--- config.mk ---
export PLATFORM = sky130hd
export DESIGN_NAME = money_irq_ctrl
export DESIGN_NICKNAME = d
export VERILOG_FILES = /design/src/rtl/money_irq_ctrl_pkg.sv /design/src/rtl/money_irq_ctrl_coin_value_sum.sv /design/src/rtl/money_irq_ctrl.sv
export SDC_FILE = /design/constraint.sdc
export NUM_CORES = 1
export LEC_CHECK = 0
export ABC_AREA = 1
export CAP_MARGIN = 20
export CORE_MARGIN = 2
export CORE_UTILIZATION = 43
export CTS_CLUSTER_SIZE = 30
export DETAILED_ROUTE_END_ITERATION = 16
export GPL_TIMING_DRIVEN = 0
export HOLD_SLACK_MARGIN = 0.05
export PLACE_DENSITY = 0.72
export SYNTH_ARGS = -nofsm -noshare
export SYNTH_HDL_FRONTEND = slang
export SYNTH_SLANG_ARGS = --single-unit
--- constraint.sdc ---
create_clock -name clk -period 1.85 [get_ports clk]
set_input_delay 0.4625 -clock clk [delete_from_list [all_inputs] [get_ports clk]]
set_output_delay 0.4625 -clock clk [all_outputs]
set_load 0.02 [all_outputs]
--- src/rtl/money_irq_ctrl_pkg.sv ---
// Shared definitions for the coin-PIO interrupt controller: FSM states,
// PIO register offsets and default coin values.
package money_irq_ctrl_pkg;

  typedef enum logic [2:0] {
    S_INIT,
    S_IDLE,
    S_RD_ADDR,
    S_RD_CAP,
    S_CLR,
    S_ACC
  } state_e;

  localparam logic [1:0] PIO_DATA = 2'd0;
  localparam logic [1:0] PIO_MASK = 2'd2;
  localparam logic [1:0] PIO_EDGE = 2'd3;

  localparam int COIN0_DEF = 1;
  localparam int COIN1_DEF = 5;
  localparam int COIN2_DEF = 10;

endpackage

--- src/rtl/money_irq_ctrl_coin_value_sum.sv ---
// Maps the captured coin edge bits to a credit increment, combinationally.
module coin_value_sum
  import money_irq_ctrl_pkg::*;
#(
  parameter int COIN0_VAL = COIN0_DEF,
  parameter int COIN1_VAL = COIN1_DEF,
  parameter int COIN2_VAL = COIN2_DEF,
  parameter int CREDIT_W  = 8
) (
  input  logic [2:0]          cap_i,
  output logic [CREDIT_W+1:0] inc_o
);

  localparam logic [CREDIT_W+1:0] V0 = (CREDIT_W+2)'(COIN0_VAL);
  localparam logic [CREDIT_W+1:0] V1 = (CREDIT_W+2)'(COIN1_VAL);
  localparam logic [CREDIT_W+1:0] V2 = (CREDIT_W+2)'(COIN2_VAL);

  assign inc_o = (cap_i[0] ? V0 : '0) + (cap_i[1] ? V1 : '0) + (cap_i[2] ? V2 : '0);

endmodule

--- src/rtl/money_irq_ctrl.sv ---
// Coin-acceptor controller: services the coin PIO interrupt, accumulates
// saturating credit, and arbitrates vend and refund requests.
module money_irq_ctrl
  import money_irq_ctrl_pkg::*;
#(
  parameter int COIN0_VAL = COIN0_DEF,
  parameter int COIN1_VAL = COIN1_DEF,
  parameter int COIN2_VAL = COIN2_DEF,
  parameter int CREDIT_W  = 8
) (
  input  logic                clk,
  input  logic                reset,
  input  logic                pio_irq,
  output logic [1:0]          pio_address,
  output logic                pio_chipselect,
  output logic                pio_write_n,
  output logic [2:0]          pio_writedata,
  input  logic [2:0]          pio_readdata,
  input  logic                vend_req,
  input  logic [CREDIT_W-1:0] vend_price,
  output logic                vend_ack,
  output logic                vend_nack,
  input  logic                refund_req,
  output logic                refund_valid,
  output logic [CREDIT_W-1:0] refund_amt,
  output logic [CREDIT_W-1:0] credit
);

  localparam logic [CREDIT_W+1:0] CREDIT_MAX = {2'b00, {CREDIT_W{1'b1}}};

  state_e              state_q;
  logic [CREDIT_W-1:0] credit_q, refund_amt_q;
  logic [2:0]          cap_q, wd_q;
  logic [1:0]          addr_q;
  logic                cs_q, wn_q, ack_q, nack_q, rv_q, vend_blk_q;
  logic [CREDIT_W+1:0] inc, sum_w;
  logic [CREDIT_W-1:0] credit_d;

  coin_value_sum #(
    .COIN0_VAL(COIN0_VAL),
    .COIN1_VAL(COIN1_VAL),
    .COIN2_VAL(COIN2_VAL),
    .CREDIT_W (CREDIT_W)
  ) u_sum (
    .cap_i(cap_q),
    .inc_o(inc)
  );

  assign sum_w    = {2'b00, credit_q} + inc;
  assign credit_d = (sum_w > CREDIT_MAX) ? {CREDIT_W{1'b1}} : sum_w[CREDIT_W-1:0];

  // Bus outputs are registered on entry to each state; the INIT mask write is
  // registered during INIT and is on the bus as the FSM enters IDLE.
  always_ff @(posedge clk) begin
    if (reset) begin
      state_q      <= S_INIT;
      credit_q     <= '0;
      cap_q        <= '0;
      refund_amt_q <= '0;
      ack_q        <= 1'b0;
      nack_q       <= 1'b0;
      rv_q         <= 1'b0;
      addr_q       <= PIO_DATA;
      cs_q         <= 1'b0;
      wn_q         <= 1'b1;
      wd_q         <= '0;
      vend_blk_q   <= 1'b0;
    end else begin
      ack_q  <= 1'b0;
      nack_q <= 1'b0;
      rv_q   <= 1'b0;
      cs_q   <= 1'b0;
      wn_q   <= 1'b1;
      wd_q   <= '0;
      if (!vend_req) vend_blk_q <= 1'b0;
      unique case (state_q)
        S_INIT: begin
          addr_q  <= PIO_MASK;
          cs_q    <= 1'b1;
          wn_q    <= 1'b0;
          wd_q    <= 3'b111;
          state_q <= S_IDLE;
        end
        S_IDLE: begin
          addr_q <= PIO_DATA;
          if (pio_irq) begin
            addr_q  <= PIO_EDGE;
            state_q <= S_RD_ADDR;
          end else if (vend_req && !vend_blk_q) begin
            vend_blk_q <= 1'b1;
            if (credit_q >= vend_price) begin
              credit_q <= credit_q - vend_price;
              ack_q    <= 1'b1;
            end else begin
              nack_q <= 1'b1;
            end
          end else if (!vend_req && refund_req) begin
            refund_amt_q <= credit_q;
            rv_q         <= 1'b1;
            credit_q     <= '0;
          end
        end
        S_RD_ADDR: begin
          addr_q  <= PIO_EDGE;
          state_q <= S_RD_CAP;
        end
        S_RD_CAP: begin
          // Clear every edge bit; edges landing after this read are dropped.
          cap_q   <= pio_readdata;
          addr_q  <= PIO_EDGE;
          cs_q    <= 1'b1;
          wn_q    <= 1'b0;
          wd_q    <= 3'b111;
          state_q <= S_CLR;
        end
        S_CLR: begin
          addr_q  <= PIO_DATA;
          state_q <= S_ACC;
        end
        S_ACC: begin
          credit_q <= credit_d;
          state_q  <= S_IDLE;
        end
        default: state_q <= S_INIT;
      endcase
    end
  end

  assign pio_address    = addr_q;
  assign pio_chipselect = cs_q;
  assign pio_write_n    = wn_q;
  assign pio_writedata  = wd_q;
  assign vend_ack       = ack_q;
  assign vend_nack      = nack_q;
  assign refund_valid   = rv_q;
  assign refund_amt     = refund_amt_q;
  assign credit         = credit_q;

endmodule

# --- Word level (Yosys, flattened, before mapping) ---
# Cells that the tools add are included.
op_classes:
  bitwise_logic: 3
  order_cmp: 2
  n_mux: 23
  n_reduce_logical: 14
  n_eq_ne: 9
  add_sub_neg: 4
op_table:
  columns: ["operator", "n"]
  rows:
  - ["8-bit 2-to-1 mux", 5]
  - ["10-bit adder", 2]
  - ["8-bit one-hot mux with 2 select lines", 1]
  - ["3-bit one-hot mux with 5 select lines", 1]
  - ["8-bit by 10-bit adder with 10-bit output", 1]
  - ["10-bit by 8-bit > comparator with 1-bit output (second input constant)", 1]
  - ["1-bit 2-to-1 mux", 10]
  - ["3-bit 2-to-1 mux", 3]
  - ["8-bit greater-or-equal comparator", 1]
  - ["2-bit one-hot mux with 4 select lines", 1]
  - ["4-bit AND reduction", 2]
  - ["4-bit OR reduction", 2]
  - ["8-bit subtractor", 1]
  - ["3-bit by 2-bit == test with 1-bit output (second input constant)", 2]
  - ["3-bit == test (second input constant)", 2]
  - ["3-bit inequality test (second input constant)", 2]
  - ["2-bit OR reduction", 3]
  - ["4-bit 2-to-1 mux", 1]
  - ["2-bit inequality test (second input constant)", 2]
  - ["4-bit nonzero test", 1]
  - ["3-bit by 1-bit == test with 1-bit output (second input constant)", 1]
  - ["3-bit zero test", 1]
  - ["1-bit NOT", 3]
  - ["1-bit logical AND", 2]
  - ["other kinds (3)", 4]
totals:
  word_cells: 67
  inputBits: 16
  output_inout_bits: 26
  regBits: 33

# --- Depth between registers and ports, before layout ---
depth:
  depth_word: 7
  ltp_mapped: 13
  mapped_depth_nobuf: 13

# --- Cells and area by module ---
# A second synthesis with hierarchy kept.
hier_totals:
  cells_unflattened: 347
  hier_area_um2: 2238.4
modules_own_cells:
  columns: ["module", "instances", "area_each_um2", "seq_area_each_um2", "cells_per_inst"]
  rows:
  - ["money_irq_ctrl", 1, 2137.0, 600.6, 330]
  - ["coin_value_sum", 1, 101.3, 0.0, 17]

# --- Worst setup path after synthesis ---
# OpenSTA, ideal clock, no wires.
synth_path:
  path_kind: "register to register"
  start: "register credit_q[0], in the netlist credit[0]"
  end: "register credit_q[0], in the netlist credit[0]"
  t_arrival_ns: 1.940
  setup_time_ns: 0.070
  t_required_ns: 1.780
  n_path_buf: 0
  period_less_slack_ns: 2.010
  setup_slack_ns: -0.160
  stages_incl_launch_ff: 13
  path_cell_list: "dfxtp_1 -> fa_1 -> inv_1 -> fa_1 -> inv_1 -> nand3_1 -> nand2_1 -> nand3_1 -> nand2_1 -> nand2_1 -> o21ai_0 -> nand2_1 -> a21oi_1"
synth_via:
  elab_chain_cells: 5
  elab_cells_between_ends: 11
  classes_between: "add/sub (2); order compare (2); eq/ne (1); mux (5); reduce/logical (1)"
synth_rtl:
  columns: ["element", "line", "text"]
  rows:
  - ["start: declaration", "money_irq_ctrl.sv:32", "logic [CREDIT_W-1:0] credit_q, refund_amt_q;"]
  - ["start signal: assignment", "money_irq_ctrl.sv:92", "credit_q <= credit_q - vend_price;"]
  - ["start signal: assignment", "money_irq_ctrl.sv:121", "credit_q <= credit_d;"]
  - ["branches (longest 5 deep; another with 8-bit by 10-bit adder with 10-bit output)", null, null]
# Parallel ways; which one is timed is not known. The select of a mux whose other input is x is not followed.
# A chain may end at the register's enable or synchronous reset.

# --- Worst setup path in the final report ---
layout_path:
  start: "input port vend_price[2]"
  end: "register credit_q[5], in the netlist credit[5]"
layout_via:
  elab_chain_cells: 5
  elab_cells_between_ends: 8
  classes_between: "add/sub (1); order compare (1); eq/ne (1); mux (4); reduce/logical (1)"
layout_rtl:
  columns: ["element", "line", "text"]
  rows:
  - ["start: declaration", "money_irq_ctrl.sv:20", "input logic [CREDIT_W-1:0] vend_price,"]
  - ["8-bit subtractor", "money_irq_ctrl.sv:92", null]
  - ["8-bit 2-to-1 mux", "money_irq_ctrl.sv:91", "if (credit_q >= vend_price) begin"]
  - ["8-bit 2-to-1 mux", "money_irq_ctrl.sv:89", "end else if (vend_req && !vend_blk_q) begin"]
  - ["8-bit 2-to-1 mux", "money_irq_ctrl.sv:86", "if (pio_irq) begin"]
  - ["8-bit one-hot mux with 2 select lines", "money_irq_ctrl.sv:76", "unique case (state_q)"]
# Several ways; a longest one is shown, not always the timed one. The select of a mux whose other input is x is not followed.

==> results.ini <==
[min_path]
hp-start=refund_amt[5]
holdPathStages=2
min-delay-path-class=reg2reg
worstHoldEndpoint=refund_amt[5]

[timing]
fin_crit_sh_pct=101
setup_slack_ns=-0.0185
skew_ns=0.00672
rsz0062_at_grt=true
tightestPinTransition_ns=0.437
hold_violations=0
drv_slew=0
fmax_mhz=535
setup-violations-final=7
slew_headroom_pct=70.9
layout_min_cycle_time_ns=1.87

[job]
drv_cap=0

[detailed_routing]
avgRoutedWirePerCell_um=13.2
drt_iter0_markers=127
routed_wl_mm=5.51
drcViolationCount=0
final_antenna_net_count=0
vias=2125
dr.pass1.iters=4
post_drt_via_cell_ratio=5.08

[yosys]
ys_warn_count=0
synth-seq-cells=30
synth_area_leaders=dfxtp_1, nand2_1, inv_1, nand3_1, ha_1
syn_area_um2=1990
synth_top_area_share_pct=30.2
synth_nets=336
syn_area_per_cell_um2=6.50
yosys.area.top_type=dfxtp_1
synth_cell_types=30
yosysSeqAreaShare_pct=30.2
synthCells=306

[run_status]
status=finished, violations left
violations=negative setup slack

[placement]
gp_congestion=0.905
dp_cells=398
portBuffers=40
post-dp-hpwl_mm=3.68

[grt]
antenna_found_initial=0
grtUsageTotal_pct=21.8
grt_pass1_wl_mm=8.75
grt_overflow=0
first_global_vias=1957
grt_max_degree=11

[worst_setup_path]
critical_path.max_fanout=5
critPathKind=in2reg
r2r_slack_ns=-0.02
r2r_start=credit[0]
crit_path_end_kind=flip-flop
critPathLaunchType=input pin
rr_endpoint=credit[0]
arrival_ns=2.05
worstPathRequired_ns=2.03
r2r_cells=12

[cts]
cts_tree=done
cts_sinks=30
clk_latency_ns=0.29
cts_buffers=5
cts_max_path_buffers=2
h-tree-depth=2
root_buffer=clkbuf_8
worst_setup_hold_path_clk_slew_ns=0.07

[power]
irDropWorstVdd_v=0.000522
power.density_nw_per_um2=1020
p_leak_nw=1.42

[floorplanning]
io_pins=42
rows=24
fp.dieW_um=72.0
die-area_um2=5190
core_area_um2=4410
initial_utilization_pct=45.1
fp.dieH_um=72.0

[finish]
area_growth_pct=44.0
final_cell_mix=nand2_1, inv_1, nor2_1
drive_above_1_share_pct=21.6
final_common_cell=nand2_1
fin_cells=418
antenna_cells=0
utilization_pct=64.9
nets=396
fillerInstances=376

## cell usage after synthesis
| library cell | count |
|---|---|
| buf_2 | 1 |
| dfxtp_1 | 30 |
| nor2_2 | 4 |
| clkbuf_8 | 1 |
| nand4_1 | 6 |
| xnor2_1 | 3 |
| fa_1 | 3 |
| nand3_1 | 28 |
| nor3_1 | 3 |
| nand3b_1 | 2 |
| a32o_1 | 1 |
| o211a_1 | 1 |
| nor3_4 | 1 |
| inv_1 | 53 |
| a31oi_1 | 1 |
| o21ai_0 | 12 |
| nand2_1 | 81 |
| nand3_2 | 1 |
| o211ai_1 | 1 |
| nor4_1 | 1 |
| inv_2 | 1 |
| o21bai_1 | 1 |
| buf_4 | 4 |
| clkbuf_1 | 2 |
| a211oi_1 | 1 |
| ha_1 | 11 |
| nand2_2 | 2 |
| buf_6 | 1 |
| nor2_1 | 33 |
| a21oi_1 | 16 |
## flip-flops by register name (all words and copies together) (netlist names)
signal,count
vend_blk_q,1
vend_nack,1
pio_writedata,1
refund_valid,1
pio_write_n,1
vend_ack,1
pio_address,2
refund_amt,8
credit,8
state_q,3
cap_q,3
## critical path, cell delays in order
cell and delay (ns):
clkdlybuf4s50_1 0.47, inv_2 0.05, ha_4 0.25, nand2_2 0.07
inv_2 0.05, nand2_2 0.07, nand3_2 0.07, nand2_2 0.09
nand3_2 0.10, nand2_4 0.11, buf_6 0.13, nand2_1 0.05
nand2_1 0.05, nor2_1 0.04
## final cells by class
cell class,instances,area [um2],share of cell area (%)
Clock buffer,6,82.6,2.88
Inverter,54,203,7.08
Tap cell,52,65.1,2.27
Timing Repair Buffer,53,504,17.6
Buffer,9,67.6,2.36
Multi-Input combinational cell,213,1300,45.5
Clock inverter,1,30.0,1.05
Sequential cell,30,609,21.3
## metal layers
metal	track usage (%)	part of all wire, %	vias to the layer above
met2	37.2	50	63
met4	7.76	1.4	0
met3	4.58	5.6	8
met1	27.3	43	968
li1	-	-	1086
met5	0	0	-
## report_power, final
part / internal (W) / total, W / switching (W) / leakage [nW]
clock network: 0.000430 / 0.000681 / 0.000250 / 0.0573
logic: 0.000599 / 0.00135 / 0.000749 / 1.11
registers: 0.000758 / 0.000898 / 0.000139 / 0.247
total: 0.00179 / 0.00293 / 0.00114 / 1.42
## worst max path at each step
stage / startpoint / end / slack (ns) / depth (start not counted)
floorplan: vend_price[0] / credit[4] / 0.02 / 12
global placement: vend_price[0] / credit[5] / -0.62 / 13
detailed placement: vend_price[0] / credit[0] / -0.63 / 12
CTS: credit[0] / credit[0] / -0.04 / 12
global route: credit[0] / credit[0] / -0.14 / 12
finish: vend_price[2] / credit[5] / -0.02 / 14
## cell families (layout without fill, tap and decap cells)
| family | after synthesis | count (layout) | synth area share, % |
|---|---|---|---|
| simple gates | 162 | 162 | 35.5 |
| buf+inv | 63 | 123 | 13.6 |
| compound gates | 34 | 34 | 9.50 |
| flops | 30 | 30 | 30.2 |
| fa+ha+maj | 14 | 14 | 9.94 |
| xor+xnor | 3 | 3 | 1.32 |
## what timing repair did
item                                    in CTS  in global routing
setup buffers                                9                  3
pin swaps                                   15                  7
endpoints found under the setup margin      11                 13
endpoints found under the hold margin        0                  0
gates cloned                                 1                  0
gates resized for setup                     51                 15
hold buffers                                 0                  0
## through the flow
| step | TNS [ns] | setup slack, ns | hold slack, ns | power (W) | instance area [um2] |
|---|---|---|---|---|---|
| floorplan | 0 | 0.0187 | 0.472 | 0.00167 | 2000 |
| global placement | -5.25 | -0.619 | 0.449 | 0.00203 | 2460 |
| detailed placement | -5.29 | -0.626 | 0.454 | 0.00205 | 2460 |
| CTS | -0.0405 | -0.0405 | 0.464 | 0.00289 | 2810 |
| global route | -0.870 | -0.142 | 0.472 | 0.00312 | 2860 |
| finish | -0.0821 | -0.0185 | 0.460 | 0.00293 | 2860 |
No activity file was read; power rests on OpenSTA's default activity.
